`config.mk`:
```
export PLATFORM = sky130hd
export DESIGN_NAME = enc_event_queue
export DESIGN_NICKNAME = d
export VERILOG_FILES = /design/src/rtl/enc_event_pkg.sv /design/src/rtl/enc_event_fifo.sv /design/src/rtl/enc_event_queue.sv
export SDC_FILE = /design/constraint.sdc
export NUM_CORES = 1
export LEC_CHECK = 0
export BUFFER_PORTS_ARGS = -buffer_cell sky130_fd_sc_hd__buf_4
export CORE_MARGIN = 2
export CORE_UTILIZATION = 58
export DETAILED_ROUTE_END_ITERATION = 6
export GPL_TIMING_DRIVEN = 0
export HOLD_SLACK_MARGIN = 0.05
export PLACE_DENSITY = 0.82
export SLEW_MARGIN = 5
export SYNTH_ARGS = -nofsm -noshare
export SYNTH_HDL_FRONTEND = slang
export SYNTH_SLANG_ARGS = --single-unit
```
`constraint.sdc`:
```
create_clock -name clk -period 5.4 [get_ports clk]
set_clock_uncertainty 0.15 [all_clocks]
set_input_delay 0.27 -clock clk [delete_from_list [all_inputs] [get_ports clk]]
set_output_delay 0.27 -clock clk [all_outputs]
set_load 0.01 [all_outputs]
```
`src/rtl/enc_event_pkg.sv`:
```
// rtl/enc_event_pkg.sv - shared types and helpers for the encoder event queue
// Holds the default code width, the queue entry layout and the occupancy
// counter width helper. Optional macro: ENC_EVT_TIMESTAMP_EN adds a
// timestamp field to the entry layout.
package enc_event_pkg;

  localparam int ENC_CODE_W = 2;
  localparam int ENC_TS_W   = 16;

  // Entry layout at default widths; the top packs entries as {ts, code}
  // in this same order so the two stay interchangeable.
  typedef struct packed {
`ifdef ENC_EVT_TIMESTAMP_EN
    logic [ENC_TS_W-1:0]   ts;
`endif
    logic [ENC_CODE_W-1:0] code;
  } enc_entry_t;

  // Occupancy needs to represent 0..depth inclusive.
  function automatic int count_w(input int depth);
    return $clog2(depth + 1);
  endfunction

endpackage

```
`src/rtl/enc_event_fifo.sv`:
```
// rtl/enc_event_fifo.sv - generic first-word-fall-through FIFO storage
// Ports:
//   clk, rst        clock, asynchronous active-high reset
//   push, wdata     write request and data (accepted when not full or popping)
//   pop             read request (ignored while empty)
//   rdata           head entry, reads 0 while empty
//   full, empty     registered status
//   count           registered occupancy
module enc_event_fifo
  import enc_event_pkg::*;
#(
  parameter int WIDTH = 2,
  parameter int DEPTH = 4
) (
  input  logic                      clk,
  input  logic                      rst,
  input  logic                      push,
  input  logic                      pop,
  input  logic [WIDTH-1:0]          wdata,
  output logic [WIDTH-1:0]          rdata,
  output logic                      full,
  output logic                      empty,
  output logic [count_w(DEPTH)-1:0] count
);

  localparam int AW = $clog2(DEPTH);
  localparam int CW = count_w(DEPTH);

  logic [WIDTH-1:0] mem [DEPTH];
  logic [AW-1:0]    rd_ptr;
  logic [AW-1:0]    wr_ptr;
  logic             do_push;
  logic             do_pop;
  logic [CW-1:0]    cnt_next;

  // A push into a full FIFO is legal only when the head leaves this cycle.
  assign do_pop  = pop & ~empty;
  assign do_push = push & (~full | do_pop);

  always_comb begin
    cnt_next = count;
    if (do_push && !do_pop) begin
      cnt_next = count + CW'(1);
    end else if (do_pop && !do_push) begin
      cnt_next = count - CW'(1);
    end
  end

  always_ff @(posedge clk or posedge rst) begin
    if (rst) begin
      rd_ptr <= '0;
      wr_ptr <= '0;
      count  <= '0;
      full   <= 1'b0;
      empty  <= 1'b1;
    end else begin
      if (do_push) wr_ptr <= wr_ptr + AW'(1);
      if (do_pop)  rd_ptr <= rd_ptr + AW'(1);
      count <= cnt_next;
      full  <= (cnt_next == CW'(DEPTH));
      empty <= (cnt_next == '0);
    end
  end

  // Storage needs no reset: stale contents are hidden behind empty.
  always_ff @(posedge clk) begin
    if (do_push) mem[wr_ptr] <= wdata;
  end

  assign rdata = empty ? '0 : mem[rd_ptr];

endmodule

```
`src/rtl/enc_event_queue.sv`:
```
// rtl/enc_event_queue.sv - event detector and queue behind the priority encoder
// Optional macro: ENC_EVT_TIMESTAMP_EN adds TS_W, a free-running cycle
// counter and the evt_ts output.
// Ports:
//   clk, rst             clock, asynchronous active-high reset
//   enc_code, enc_valid  encoder output sampled every cycle
//   evt_code, evt_valid  head of queue (FWFT), valid while non-empty
//   evt_ready            consumer takes the head this cycle
//   full, empty, count   registered queue status
//   ovf_clr              clears the sticky overflow flag
//   overflow, drop_cnt   sticky drop flag, saturating drop counter
//   evt_ts               (macro only) timestamp aligned with evt_code
module enc_event_queue
  import enc_event_pkg::*;
#(
  parameter int CODE_W = ENC_CODE_W,
  parameter int DEPTH  = 4,
  parameter int DROP_W = 8
`ifdef ENC_EVT_TIMESTAMP_EN
  , parameter int TS_W = ENC_TS_W
`endif
) (
  input  logic                      clk,
  input  logic                      rst,
  input  logic [CODE_W-1:0]         enc_code,
  input  logic                      enc_valid,
  output logic [CODE_W-1:0]         evt_code,
  output logic                      evt_valid,
  input  logic                      evt_ready,
  output logic                      full,
  output logic                      empty,
  output logic [count_w(DEPTH)-1:0] count,
  input  logic                      ovf_clr,
  output logic                      overflow,
  output logic [DROP_W-1:0]         drop_cnt
`ifdef ENC_EVT_TIMESTAMP_EN
  , output logic [TS_W-1:0]         evt_ts
`endif
);

`ifdef ENC_EVT_TIMESTAMP_EN
  localparam int EW = TS_W + CODE_W;
`else
  localparam int EW = CODE_W;
`endif

  logic              prev_valid;
  logic [CODE_W-1:0] prev_code;
  logic              evt;
  logic              pop;
  logic              push;
  logic              drop;
  logic [EW-1:0]     wr_entry;
  logic [EW-1:0]     rd_entry;

  // A new event is a valid rising edge or a code change while valid.
  assign evt  = enc_valid & (~prev_valid | (enc_code != prev_code));
  assign pop  = evt_valid & evt_ready;
  assign push = evt & (~full | pop);
  assign drop = evt & full & ~pop;

  always_ff @(posedge clk or posedge rst) begin
    if (rst) begin
      prev_valid <= 1'b0;
      prev_code  <= '0;
      overflow   <= 1'b0;
      drop_cnt   <= '0;
    end else begin
      prev_valid <= enc_valid;
      prev_code  <= enc_code;
      // A drop in the same cycle as a clear keeps the flag set.
      if (drop) begin
        overflow <= 1'b1;
      end else if (ovf_clr) begin
        overflow <= 1'b0;
      end
      if (drop && (drop_cnt != '1)) begin
        drop_cnt <= drop_cnt + DROP_W'(1);
      end
    end
  end

`ifdef ENC_EVT_TIMESTAMP_EN
  logic [TS_W-1:0] ts_cnt;

  always_ff @(posedge clk or posedge rst) begin
    if (rst) begin
      ts_cnt <= '0;
    end else begin
      ts_cnt <= ts_cnt + TS_W'(1);
    end
  end

  assign wr_entry           = {ts_cnt, enc_code};
  assign {evt_ts, evt_code} = rd_entry;
`else
  assign wr_entry = enc_code;
  assign evt_code = rd_entry;
`endif

  assign evt_valid = ~empty;

  enc_event_fifo #(
    .WIDTH (EW),
    .DEPTH (DEPTH)
  ) u_fifo (
    .clk   (clk),
    .rst   (rst),
    .push  (push),
    .pop   (pop),
    .wdata (wr_entry),
    .rdata (rd_entry),
    .full  (full),
    .empty (empty),
    .count (count)
  );

endmodule

```
Yosys cells after proc, flatten, opt, wreduce, memory -nomap -nowiden
Memories as Yosys holds them, arrays and structs flattened. Cells that the tools add are included.

Flip-flop bits (word level): 21. Bits in writable memories: 8. Output and inout port bits: 17. Memories: 1.

Memories: u_fifo.mem (words 4, width 2, rd ports 1, clocked after memory_dff 0, wr ports 1, RTL line enc_event_fifo.sv:29) `logic [WIDTH-1:0] mem [DEPTH];`.

Add/sub/neg operators: 5. Eq/ne operators: 3. Muxes and demuxes: 7. Bitwise logic cells: 14. Reduce and logical (&&, ||, !) cells: 7.

Operators by type and width (number): $add A8 B1 Y8 const B (1); $ne A8 B8 Y1 const B (1); $and A1 B1 Y1 (7); $mux W3 (2); $add A2 B1 Y2 const B (2); $mux W1 (4); $not A1 Y1 (4); $add A3 B1 Y3 const B (1); $eq A3 B3 Y1 const B (1); $logic_and A1 B1 Y1 (3); $logic_not A3 Y1 (1); $or A1 B1 Y1 (3); $sub A3 B1 Y3 const B (1); $logic_not A1 Y1 (2); $mux W2 (1); $ne A2 B2 Y1 (1); $reduce_bool A2 Y1 (1).

Logic depth before layout (Yosys ltp)
Depth after elaboration: 10. Depth in mapped cells: 7.

By module
A second synthesis with hierarchy kept.

Cell total of the unflattened synthesis: 108. Area total of the unflattened synthesis: 1433.9 um^2.

Modules (own cells, without submodules): enc_event_fifo (instances 1, cells an instance 60, area an instance 854.6 um^2, sequential area each 466.7 um^2); enc_event_queue (instances 1, cells an instance 48, area an instance 579.3 um^2, sequential area each 300.3 um^2).

Worst setup path before layout
Ideal clock, no wire load.

Path kind: register to register. Start point: register drop_cnt[0]. End point: register drop_cnt[1]. Arrival time: 1.762 ns. Setup slack: 3.363 ns. Cell stages (with the launch flop): 6. Cells stage by stage: dfrtp_1 > ha_1 > and3_1 > and3_1 > nor3_2 > mux2_2.

Longest elaborated chain between the ends: 2. Elaborated cells on any way between the ends: 3. Those cells by class: add/sub (1); eq/ne (1); reduce/logical (1).

Ends and longest elaborated chain: start, declared (RTL line enc_event_queue.sv:35) `output logic [DROP_W-1:0] drop_cnt`; start signal, assigned (RTL line enc_event_queue.sv:78) `drop_cnt <= drop_cnt + DROP_W'(1);`; branches (longest 2 deep; another with $add A8 B1 Y8).

Parallel ways; which one is timed is not known. A chain may end at the register's enable or synchronous reset.

Final worst setup path
Start point: register u_fifo.empty. End point: register drop_cnt[1].

Longest elaborated chain between the ends: 5.

Ends and longest elaborated chain: start, declared (RTL line enc_event_fifo.sv:22) `output logic empty,`; start signal, assigned (RTL line enc_event_fifo.sv:61) `empty <= (cnt_next == '0);`; $not A1 Y1 (RTL line enc_event_queue.sv:101) `assign evt_valid = ~empty;`; $and A1 B1 Y1 (RTL line enc_event_queue.sv:58) `assign pop = evt_valid & evt_ready;`; $not A1 Y1 (RTL line enc_event_queue.sv:60) `assign drop = evt & full & ~pop;`; $and A1 B1 Y1 (RTL line enc_event_queue.sv:60); $logic_and A1 B1 Y1 (RTL line enc_event_queue.sv:77) `if (drop && (drop_cnt != '1)) begin`.

Every way passes these cells.

==> results.md <==
* Multiplexer area fraction after synthesis at 0.0647
* Placer Congestion at 0.765
* Clock buffer depth at 2
* Unrepaired setup endpoints after global routing: no
* Area of the mapped netlist at 0.00133 mm^2
* Ports at 24
* Row count at 17
* Synth Area in Compound Gates at 0.0432
* Hold Vio Cnt, Final at 0
* Max-slew violations at 0
* Post-DR wirelength/cell at 13.8 um
* Die Ht at between 50 and 60 um
* CTS root buf: clkbuf_4
* VDD IR-drop max at between 0.2 and 0.3 mV
* Port Buffers at 23
* WL final at 2.32 mm
* Cell area power density at 438 mW/mm^2
* Clock network power share at 0.169
* CP max stage cell: dfstp_2
* CP endpoint kind: flip-flop
* # fillers at between 150 and 200
* Cell area after placement at ~0.0015 mm^2
* Asr flop ratio synth at 0.724
* Max-Cap Viols at 0
* Postcts setup bufs at 0
* NetSw at roughly 0.25 mW
* Fin nets at between 150 and 200
* DIE AREA at ~0.0027 mm^2
* Sink Count at 29
* Seq pwr share at 0.465
* Drt pass-1 iters at 4
* Startpoint Class: flip-flop
* Synthesized netlist cell count at around 100
* Post-synth net total at 118
* Final instance area at about 0.0016 mm^2
* Via/cell ratio at between 5 and 6
* Max incr delay on CP at approximately 560 ps
* Slew Limit Headroom at 0.468
* Fmax at between 400 and 500 MHz
* Remaining DRCs at 0
* Synth-to-Final Area Change at 23.1%
* Register area at 767 um^2
* Crit share post-route at 0.407
* Number of synthesized flops with an enable pin at 8
* Final min period at 2200 ps
* ANT cells at 0
* GRT overflow at 0
* Synthesized area per cell at around 13 um^2
* Final Setup Violations at 0
* Worst path cell trace: nand2b_1, clkbuf_1, nand2_1, nor3_2, mux2_2
* Largest family of logic cells by synthesized area: simple AND/OR/NAND/NOR gates
* Multi-input logic area at between 500 and 600 um^2
* Sw frac at 0.348
* Logic pwr share at 0.366
* Design Power at ~0.72 mW
* TritonCTS clock tree: done
* Status: completed
* XOR/XNOR Fraction of Synth Area at 0.0919
* Critical path arrival at roughly 2300 ps
* Placed wire-length estimate at 1.64 mm
* Hold crit path type: in2reg
* H-tree depth at 2
* Crit path buf inv count at 1
* Initial antenna violation count at 0
* Peak fanout along the critical path at 8
* GRT Util Overall at 0.211
* Yosys Warn Count at 0
* Num CTS Buffers at 5
* Core area at 0.00219 mm^2
* Routed Antenna Nets at 0
* Post-CTS Resized at 0
* Detailed-route via count at a little under 900
* Netlist cell types at 26
* Final setup TNS at 0 ps
* Die X-Extent at 52.0 um
* Crit Path Category: reg2reg
* Flops & latches, synth at 29
* First-pass GRT wire length at just under 4 mm
* Starting Density at 0.609
* Internal at approximately 0.47 mW
* Pin count of the biggest net entering global routing at 22
* Least-Margin Pin Slew at 797 ps
* Sequential share of the synthesized area at 0.575
* Primary FF master, synth: dfrtp_1
* Share of layout cells above drive strength 1 at 0.250
* Post-synthesis simple-gate area fraction at 0.131
* CP Data Required Time at roughly 5500 ps
* Vias in the first global route at approximately 880
* Fraction of the mapped netlist area in adder cells at 0.0657
* Worst-path clk slew at 90 ps
* Crit path max-delay family: simple AND/OR/NAND/NOR gates
* DRT iter0 DRCs at 6
* Clock Latency Late Sink at roughly 330 ps
* Leakage at approximately 0.76 nW
-- layer usage --
metal,up-vias,track usage,wire (um)
met1,416,0.258,1010
met5,-,0,0
met2,22,0.321,1140
met3,8,0.0776,108
met4,0,0.118,59
li1,425,-,-
-- power by group through the flow --
| stage | sequential (mW) | clock [mW] | combinational, mW |
|---|---|---|---|
| 6_report | 0.334 | 0.121 | 0.263 |
| 5_1_grt | 0.342 | 0.132 | 0.295 |
| 2_1_floorplan | 0.341 | 0 | 0.156 |
| 4_1_cts | 0.335 | 0.124 | 0.267 |
| 3_5_place_dp | 0.339 | 0 | 0.263 |
| 3_3_place_gp | 0.335 | 0 | 0.251 |
-- Yosys cell counts (2+ instances only) --
library cell	instances	area share
mux2i_1	3	0.023
nor2_1	2	0.0056
ha_1	7	0.066
dfrtp_1	20	0.38
and2_1	6	0.028
o21ai_0	3	0.011
nand2_1	8	0.023
inv_1	9	0.025
xnor2_1	11	0.072
mux4_2	2	0.034
nand4_1	5	0.023
edfxtp_1	8	0.18
xor2_1	3	0.020
nand2b_1	2	0.0094
and3_1	4	0.019
-- flip-flops by register name, summed over array words and instances, names as in the netlist --
signal and cells:
u_fifo.count 3, u_fifo.mem 8, u_fifo.full 1, prev_code 2, prev_valid 1, overflow 1, u_fifo.rd_ptr 2, u_fifo.wr_ptr 2
u_fifo.empty 1, drop_cnt 8
-- worst paths after layout --
path,startpoint,to,slack [ps],cells past startpoint
worst max-delay path,u_fifo.empty$_DFF_PP1_,drop_cnt[1]$_DFFE_PP0P_,3200,5
worst min-delay path,evt_ready,u_fifo.rd_ptr[1]$_DFFE_PP0P_,240,4
worst max register to register,u_fifo.empty$_DFF_PP1_,drop_cnt[1]$_DFFE_PP0P_,3200,5
worst min register to register,drop_cnt[5]$_DFFE_PP0P_,drop_cnt[5]$_DFFE_PP0P_,350,1
max in group asynchronous,rst,drop_cnt[3]$_DFFE_PP0P_,4100,3
min in group asynchronous,rst,u_fifo.wr_ptr[1]$_DFFE_PP0P_,490,3
-- through the flow --
step            util  instances  setup slack [ps]  hold WS, ps
6_report       0.749        168              3200          242
5_1_grt        0.749        168              3060          277
4_1_cts        0.749        168              3220          237
3_5_place_dp   0.704        155              3230          264
3_3_place_gp   0.704        155              3250          263
2_1_floorplan      -        104              3360         95.8
-- layout by cell type (no fill, tap or decap), drive strengths merged --
| cell type | synthesis | final |
|---|---|---|
| o311a | 1 | 1 |
| edfxtp | 8 | 8 |
| o31ai | 1 | 1 |
| nor3 | 1 | 1 |
| mux2i | 3 | 3 |
| nand3b | 1 | 1 |
| dfstp | 1 | 1 |
| nor2b | 1 | 1 |
| and3 | 4 | 4 |
| nand4 | 5 | 5 |
| dfrtp | 20 | 20 |
| clkinv | 0 | 3 |
| mux2 | 1 | 1 |
| ha | 7 | 7 |
| mux4 | 2 | 2 |
| buf | 0 | 23 |
| dlygate4sd3 | 0 | 5 |
| or4 | 1 | 1 |
| xor2 | 3 | 3 |
| nor2 | 2 | 2 |
| a21oi | 1 | 1 |
| o21ai | 3 | 3 |
| o22ai | 1 | 1 |
| nand2b | 2 | 2 |
| clkbuf | 1 | 6 |
| inv | 9 | 9 |
| xnor2 | 11 | 11 |
| and2 | 6 | 6 |
| nand2 | 8 | 8 |
-- what timing repair did --
item | 4_1_cts | 5_1_grt
setup endpoints to repair | 0 | 0
endpoints found under the hold margin | 32 | 0
hold buffers | 5 | 0
-- cell families after synthesis --
logic type	count (synthesis)
fa+ha+maj	7
simple gates	31
compound gates	7
xor+xnor	14
flops	29
mux	6
buf+inv	10
-- layout make-up --
class / count / share of cell area
timing repair buffer: 28 / 0.136
multi-input combinational: 65 / 0.322
buffer: 1 / 0.00229
tap: 28 / 0.0213
clock inverter: 3 / 0.00762
sequential: 29 / 0.467
inverter: 9 / 0.0206
clock buffer: 5 / 0.0229
-- worst min-delay path: stages --
cell,delay (ps)
buf_4,110
nor2b_1,160
nand2_1,90
xnor2_1,60
No activity file was read; power rests on OpenSTA's default activity.
